**config.mk**
```make
export PLATFORM = sky130hd
export DESIGN_NAME = itype_wb_scoreboard
export DESIGN_NICKNAME = d
export VERILOG_FILES = /design/src/rtl/itype_wb_scoreboard.sv
export SDC_FILE = /design/constraint.sdc
export NUM_CORES = 2
export LEC_CHECK = 0
export ABC_AREA = 1
export BUFFER_PORTS_ARGS = -buffer_cell sky130_fd_sc_hd__buf_2
export CORE_MARGIN = 5
export CORE_UTILIZATION = 30
export DETAILED_ROUTE_END_ITERATION = 8
export PLACE_DENSITY = 0.5
export SLEW_MARGIN = 10
export SYNTH_ARGS = -nofsm -noshare
export SYNTH_HDL_FRONTEND = slang
export SYNTH_SLANG_ARGS = --single-unit
```
**constraint.sdc**
```tcl
create_clock -name clk -period 4.3 [get_ports clk]
set_clock_uncertainty 0.05 [all_clocks]
set_input_delay 0.86 -clock clk [delete_from_list [all_inputs] [get_ports clk]]
set_output_delay 0.86 -clock clk [all_outputs]
set_load 0.005 [all_outputs]
```
**src/rtl/itype_wb_scoreboard.sv**
```systemverilog
// Bench-side checker: replays the I-type instruction stream on a shadow register file
// and compares the expected (rd, value) writebacks, in order, with the core's writeback port.
module itype_wb_scoreboard #(
  parameter int WORD_SIZE = 32,
  parameter int NUM_REGS  = 32,
  parameter int DEPTH     = 8
) (
  input  logic                   clk,
  input  logic                   reset,
  input  logic                   instr_valid,
  input  logic [31:0]            instr,
  input  logic                   wb_valid,
  input  logic [4:0]             wb_rd,
  input  logic [WORD_SIZE-1:0]   wb_data,
  input  logic                   init_we,
  input  logic [4:0]             init_idx,
  input  logic [WORD_SIZE-1:0]   init_data,
  output logic                   mismatch,
  output logic                   unexpected,
  output logic                   overflow,
  output logic                   err_sticky,
  output logic [31:0]            checked_count,
  output logic [15:0]            mismatch_count,
  output logic [$clog2(DEPTH):0] pending
);

  localparam int AW = $clog2(DEPTH);
  localparam logic [AW:0]   FULL_CNT = (AW+1)'(DEPTH);
  localparam logic [AW:0]   CNT_ONE  = (AW+1)'(1);
  localparam logic [AW-1:0] PTR_ONE  = AW'(1);
  localparam logic [6:0]    OP_IMM   = 7'b0010011;

  logic [WORD_SIZE-1:0] regs [NUM_REGS];

  logic [4:0]                  rs1;
  logic [4:0]                  rd;
  logic [4:0]                  shamt;
  logic [2:0]                  funct3;
  logic [WORD_SIZE-1:0]        imm;
  logic [WORD_SIZE-1:0]        src;
  logic signed [WORD_SIZE-1:0] src_s;
  logic [WORD_SIZE-1:0]        sra_val;
  logic [WORD_SIZE-1:0]        result;

  assign rs1    = instr[19:15];
  assign rd     = instr[11:7];
  assign funct3 = instr[14:12];
  assign shamt  = instr[24:20];
  assign imm    = {{(WORD_SIZE-12){instr[31]}}, instr[31:20]};
  assign src    = (rs1 == 5'd0) ? '0 : regs[rs1];

  // Arithmetic shift computed on its own so the signed context is not lost in a mixed-sign select.
  always_comb begin
    src_s   = $signed(src);
    sra_val = src_s >>> shamt;
    result  = '0;
    case (funct3)
      3'd0: result = src + imm;
      3'd1: result = src << shamt;
      3'd2: result = {{(WORD_SIZE-1){1'b0}}, ($signed(src) < $signed(imm))};
      3'd3: result = {{(WORD_SIZE-1){1'b0}}, (src < imm)};
      3'd4: result = src ^ imm;
      3'd5: begin
        if (instr[30]) result = sra_val;
        else           result = src >> shamt;
      end
      3'd6: result = src | imm;
      3'd7: result = src & imm;
      default: result = '0;
    endcase
  end

  logic                 is_op;
  logic                 enq;
  logic                 cmp;
  logic                 pop;
  logic                 push;
  logic                 full;
  logic                 empty;
  logic                 differ;
  logic [WORD_SIZE+4:0] mem [DEPTH];
  logic [AW-1:0]        wr_ptr;
  logic [AW-1:0]        rd_ptr;
  logic [AW:0]          count;

  assign is_op  = instr_valid && (instr[6:0] == OP_IMM);
  assign enq    = is_op && (rd != 5'd0);
  assign cmp    = wb_valid && (wb_rd != 5'd0);
  assign empty  = (count == '0);
  assign full   = (count == FULL_CNT);
  assign pop    = cmp && !empty;
  assign push   = enq && (!full || pop);
  assign differ = (mem[rd_ptr] != {wb_rd, wb_data});

  // Shadow state is never reset, like the core's register file; a seed write beats an instruction update.
  always_ff @(posedge clk) begin
    if (is_op && !reset) regs[rd] <= result;
    if (init_we)         regs[init_idx] <= init_data;
  end

  always_ff @(posedge clk) begin
    if (push && !reset) mem[wr_ptr] <= {rd, result};
  end

  always_ff @(posedge clk) begin
    if (reset) begin
      wr_ptr         <= '0;
      rd_ptr         <= '0;
      count          <= '0;
      mismatch       <= 1'b0;
      unexpected     <= 1'b0;
      overflow       <= 1'b0;
      err_sticky     <= 1'b0;
      checked_count  <= '0;
      mismatch_count <= '0;
    end else begin
      mismatch   <= 1'b0;
      unexpected <= 1'b0;
      if (push) wr_ptr <= wr_ptr + PTR_ONE;
      if (pop)  rd_ptr <= rd_ptr + PTR_ONE;
      if (push && !pop)      count <= count + CNT_ONE;
      else if (pop && !push) count <= count - CNT_ONE;
      if (enq && full && !pop) begin
        overflow   <= 1'b1;
        err_sticky <= 1'b1;
      end
      // No bypass: a writeback against an empty queue is unexpected even if an entry lands this edge.
      if (pop) begin
        if (checked_count != '1) checked_count <= checked_count + 32'd1;
        if (differ) begin
          mismatch   <= 1'b1;
          err_sticky <= 1'b1;
          if (mismatch_count != '1) mismatch_count <= mismatch_count + 16'd1;
        end
      end else if (cmp) begin
        unexpected <= 1'b1;
        err_sticky <= 1'b1;
        if (mismatch_count != '1) mismatch_count <= mismatch_count + 16'd1;
      end
    end
  end

  assign pending = count;

endmodule

```
Word-level counts from Yosys, hierarchy flattened

Memory sizes are Yosys's and may differ from the RTL's. A register that Yosys moved wholly into a read port is not among the register bits.
Index checks and enable logic that the tools add are counted.
Widths: inputs -> output; s select.

$add $sub $neg: 7
Order comparisons: 2
Equality and inequality tests: 13
Shifts and indexed selects: 3
Mux-type cells: 23
Bitwise logic cells: 4
Reduce and logical (&&, ||, !) cells: 28

Operators with widths:

| cell                  | count |
|---|---|
| $pmux 32 s8           | 1 |
| $mux 16               | 4 |
| $mux 32               | 2 |
| $ne 37x37->1          | 1 |
| $add 32x1->32 const B | 1 |
| $add 32x32->32        | 1 |
| $and 32x32->32        | 1 |
| $lt 32x12->1          | 1 |
| $lt 32x32->1          | 1 |
| $ne 32x32->1 const B  | 1 |
| $or 32x32->32         | 1 |
| $shl 32x5->32         | 1 |
| $shr 32x5->32         | 1 |
| $sshr 32x5->32        | 1 |
| $xor 32x32->32        | 1 |
| $add 16x1->16 const B | 1 |
| $ne 16x16->1 const B  | 1 |
| $eq 3x3->1 const B    | 4 |
| $mux 1                | 12 |
| $logic_and 1x1->1     | 11 |
| $reduce_bool 5->1     | 2 |
| $mux 4                | 2 |
| $eq 7x5->1 const B    | 1 |
| $add 3x1->3 const B   | 2 |
| 16 further kinds      | 25 |

Bits in registers: 62
Bits in writable memories: 1320
Input port bits: 111
Output and inout port bits: 56
Logic and storage cells: 91
Memories kept: 2

Memories:

| memory | depth | width | rd ports | clocked after Yosys merged registers in | write ports | RTL line | source |
|---|---|---|---|---|---|---|---|
| regs   | 32    | 32    | 1        | 0                                       | 2           | 33       | `logic [WORD_SIZE-1:0] regs [NUM_REGS];` |
| mem    | 8     | 37    | 1        | 1                                       | 1           | 81       | `logic [WORD_SIZE+4:0] mem [DEPTH];` |

Depth between registers and ports, before layout

Word-level depth: 9
Depth in mapped cells: 33
Depth with buffers taken out: 29

Least setup slack after synthesis

No wires, ideal clock.

Path type: input -> register
Start point: input port instr[3]
End point: memory regs[12][0] (enable)
Library setup time: 0.466 ns
Arrival: 4.183 ns
Required time: 3.784 ns
Path slack: -0.399 ns
Stages: 6
Path buffers: 0
Path through: nor4_1 > nand4_1 > or2_2 > nor2_1 > nand2_1 > o21ai_0

RTL lines:

| item            | RTL line | source |
|---|---|---|
| start, declared | 11       | `input logic [31:0] instr,` |
| end, declared   | 33       |  |

==> flow_summary.ini <==
[run_status]
status = finished with violations
violations = negative setup slack

[timing]
clock.fmax_mhz = 224.8
finalCritPeriodShare = 1.035
worst_pin_slew_ns = 1.290
slew_viol_final = 0
max-slew-margin-rel = 0.1397
final.min_clock_period_ns = 4.448
rsz0062_at_grt = true
hold_viol_final = 0
worst_hold_slack_ns = 0.3077
fin_ws_ns = -0.1484
fin_setup_tns_ns = -5.545
setup_viol = 103

[worst_setup_path]
crit_path_start_kind = input pin
r2r_end = regs[23][0]
rr_worst_depth = 31
worst-r2r-setup-slack_ns = 0.04
slowest_stage = bufbuf_16
path_common_cell = nor2_1
critPathMaxStageDelay_ns = 0.26
worst-setup-path-type = in2reg
r2r_start = regs[0][1]
cp_max_fo = 20
crit_path_end_kind = flop
crit_required_ns = 4.81
crit_arrival_ns = 4.95

[clocking]
cts_sinks = 1385
cts_tree = built
cts_max_level = 4
clk_pin_slew_ns = 0.06
cts-root-buf = clkbuf_16
cts-buffers-inserted = 164
clk_path_buf_depth = 3
clkLatencyLatePin_ns = 0.83
cts_hold_buf = 0

[placed_design]
place_ws_ns = -1.489
io_buffers = 166
place_congestion = 0.9170
place_hpwl_um = 220200
dp.cells = 13507

[cells_and_area]
mostFrequentLayoutCells = 4,698 x nand2_1, 1,320 x edfxtp_1, 1,290 x nand3_1, 749 x buf_4, 254 x nor2_1
seq_area_sq_mm = 0.04095
fin_nets = 10594
final_util = 0.3755
multi_input_area_sq_mm = 0.03463
finalNonFillerCells = 13921
area_delta_synth_final_pct = 24.59
drive_gt1_frac = 0.1734
fillers = 26244
final_common_cell = nand2_1

[hold_path]
holdPathEnd = wr_ptr[1]
hold_class = in2reg
hp-start = reset
min_path_cells = 2

[global_route]
antenna_found_initial = 20
grt_max_degree = 76
grt_pass1_wl_um = 496200
use_met2 = 0.3719
grt_usage = 0.2467
busiest_layer = met2
gr-usage-met1 = 0.3466
grt_pass1_vias = 69441
gr-total-overflow = 0
use_met3 = 0.04846

[floorplan]
die_x_um = 520.8
core_area_sq_mm = 0.2597
dieArea_sq_mm = 0.2713
die_h_um = 520.8
row_count = 187
start_util = 0.3014
pin_count = 167

[synthesis]
synth.avg_cell_area_sq_um = 7.963
synth-seq-cells = 1385
yosysUniqueCellTypes = 52
synth.yosys.warnings = 0
syn_inst = 9831
yosysSeqAreaShare = 0.5230
syn-cell-area_sq_mm = 0.07828
synthesis.nets = 10048

[power]
powerDensity_mw_per_mm2 = 400.3
worst_ir_drop_vdd_mv = 0.4398
p_leak_nw = 41.53

[routing]
drt_pass1_iterations = 8
wire_per_inst_um = 25.38
vias_per_cell = 5.335
drcViolationCount = 0
drtAntennaViolNets = 0
vias = 74264
dr.first_iter.drc_count = 10100
drt-total-wl_um = 353400

[run]
maxCapViolCount = 0
-- worst max-delay path by stage --
stage	start	to	slack, ns	cells after the start
global route	instr[15]	regs[23][0]	-0.25	29
global placement	instr[15]	regs[8][0]	-1.46	32
CTS	instr[15]	regs[21][29]	-0.02	30
detailed placement	instr[15]	regs[8][0]	-1.49	32
floorplan	instr[3]	regs[12][0]	-0.40	6
finish	instr[15]	regs[23][0]	-0.15	33
-- cells in the mapped netlist, drive strengths merged --
master	number	area share
mux2i	1	0.00013
a31oi	17	0.0014
edfxtp	1320	0.51
nor2	310	0.015
o21bai	6	0.00058
clkbuf	347	0.017
o22ai	30	0.0024
xnor2	25	0.0028
nor4	19	0.0015
nor3b	1	0.000096
fa	2	0.00051
a21oi	147	0.0094
o31ai	7	0.00067
a22o	1	0.00011
ha	104	0.017
nand2	4790	0.23
nand3b	2	0.00024
and2	2	0.00016
a211oi	8	0.00077
and3	3	0.00024
o21ai	269	0.017
a21boi	6	0.00058
o21a	4	0.00038
o2111ai	1	0.00011
xor2	36	0.0040
clkinv	35	0.0017
a221oi	15	0.0017
inv	270	0.013
nand3	1419	0.094
a21o	4	0.00038
o211ai	32	0.0031
nor3	50	0.0032
o221ai	19	0.0021
buf	417	0.032
a221o	1	0.00013
or2	6	0.00048
nand4	40	0.0037
dfxtp	65	0.017
-- kinds of logic after synthesis --
logic type,count (synthesis),synth area share
simple gates,6642,0.3485
flops,1385,0.5230
buf+inv,1069,0.06350
compound gates,567,0.04093
fa+ha+maj,106,0.01713
xor+xnor,61,0.006825
mux,1,0.0001279
-- cell type report --
class / count / area share
Clock buffer: 203 / 0.04378
Antenna cell: 9 / 0.0002309
Timing Repair Buffer: 1142 / 0.1143
Clock inverter: 96 / 0.01048
Tap cell: 3402 / 0.04364
Multi-Input combinational cell: 7377 / 0.3551
Timing Repair inverter: 2 / 0.0003335
Sequential cell: 1385 / 0.4198
Inverter: 305 / 0.01237
-- per-layer routing --
layer  wire length (um)  vias to the layer above
met4              15350                       12
met1             147400                    35900
met2             153100                     4142
li1                   -                    33563
met5                 69                        -
met3              37510                      647
-- registers in the layout (all words and copies together), names as in the netlist, 3 cells and up, named ones only --
signal,cells
wr_ptr,3
regs,1024
checked_count,32
rd_ptr,3
mem,296
mismatch_count,16
pending,4
-- power breakdown --
group / internal, mW / leakage, nW / switching [mW]
Combinational: 3.26 / 26.5 / 6.30
Clock: 7.94 / 2.56 / 6.07
Sequential: 15.4 / 12.5 / 0.111
-- critical path, delay by kind of cell --
family	cells	cell delay, ns
simple gates	20	1.91
compound gates	4	0.63
buf+inv	8	1.26
fa+ha+maj	1	0.19
-- what timing repair did --
| item | 4_1_cts | 5_1_grt |
|---|---|---|
| pin swaps | 39 | 76 |
| gates cloned | 19 | 18 |
| resized for setup | 193 | 233 |
| setup endpoints to repair | 804 | 735 |
| buffers inserted | 27 | 45 |
-- stage by stage --
stage | instance area, sq um | total power, mW
floorplan | 78290 | 20.44
global placement | 88810 | 24.25
detailed placement | 88810 | 24.36
CTS | 95740 | 38.63
global route | 97520 | 40.52
finish | 97530 | 39.05
No activity file was read; power rests on OpenSTA's default activity.
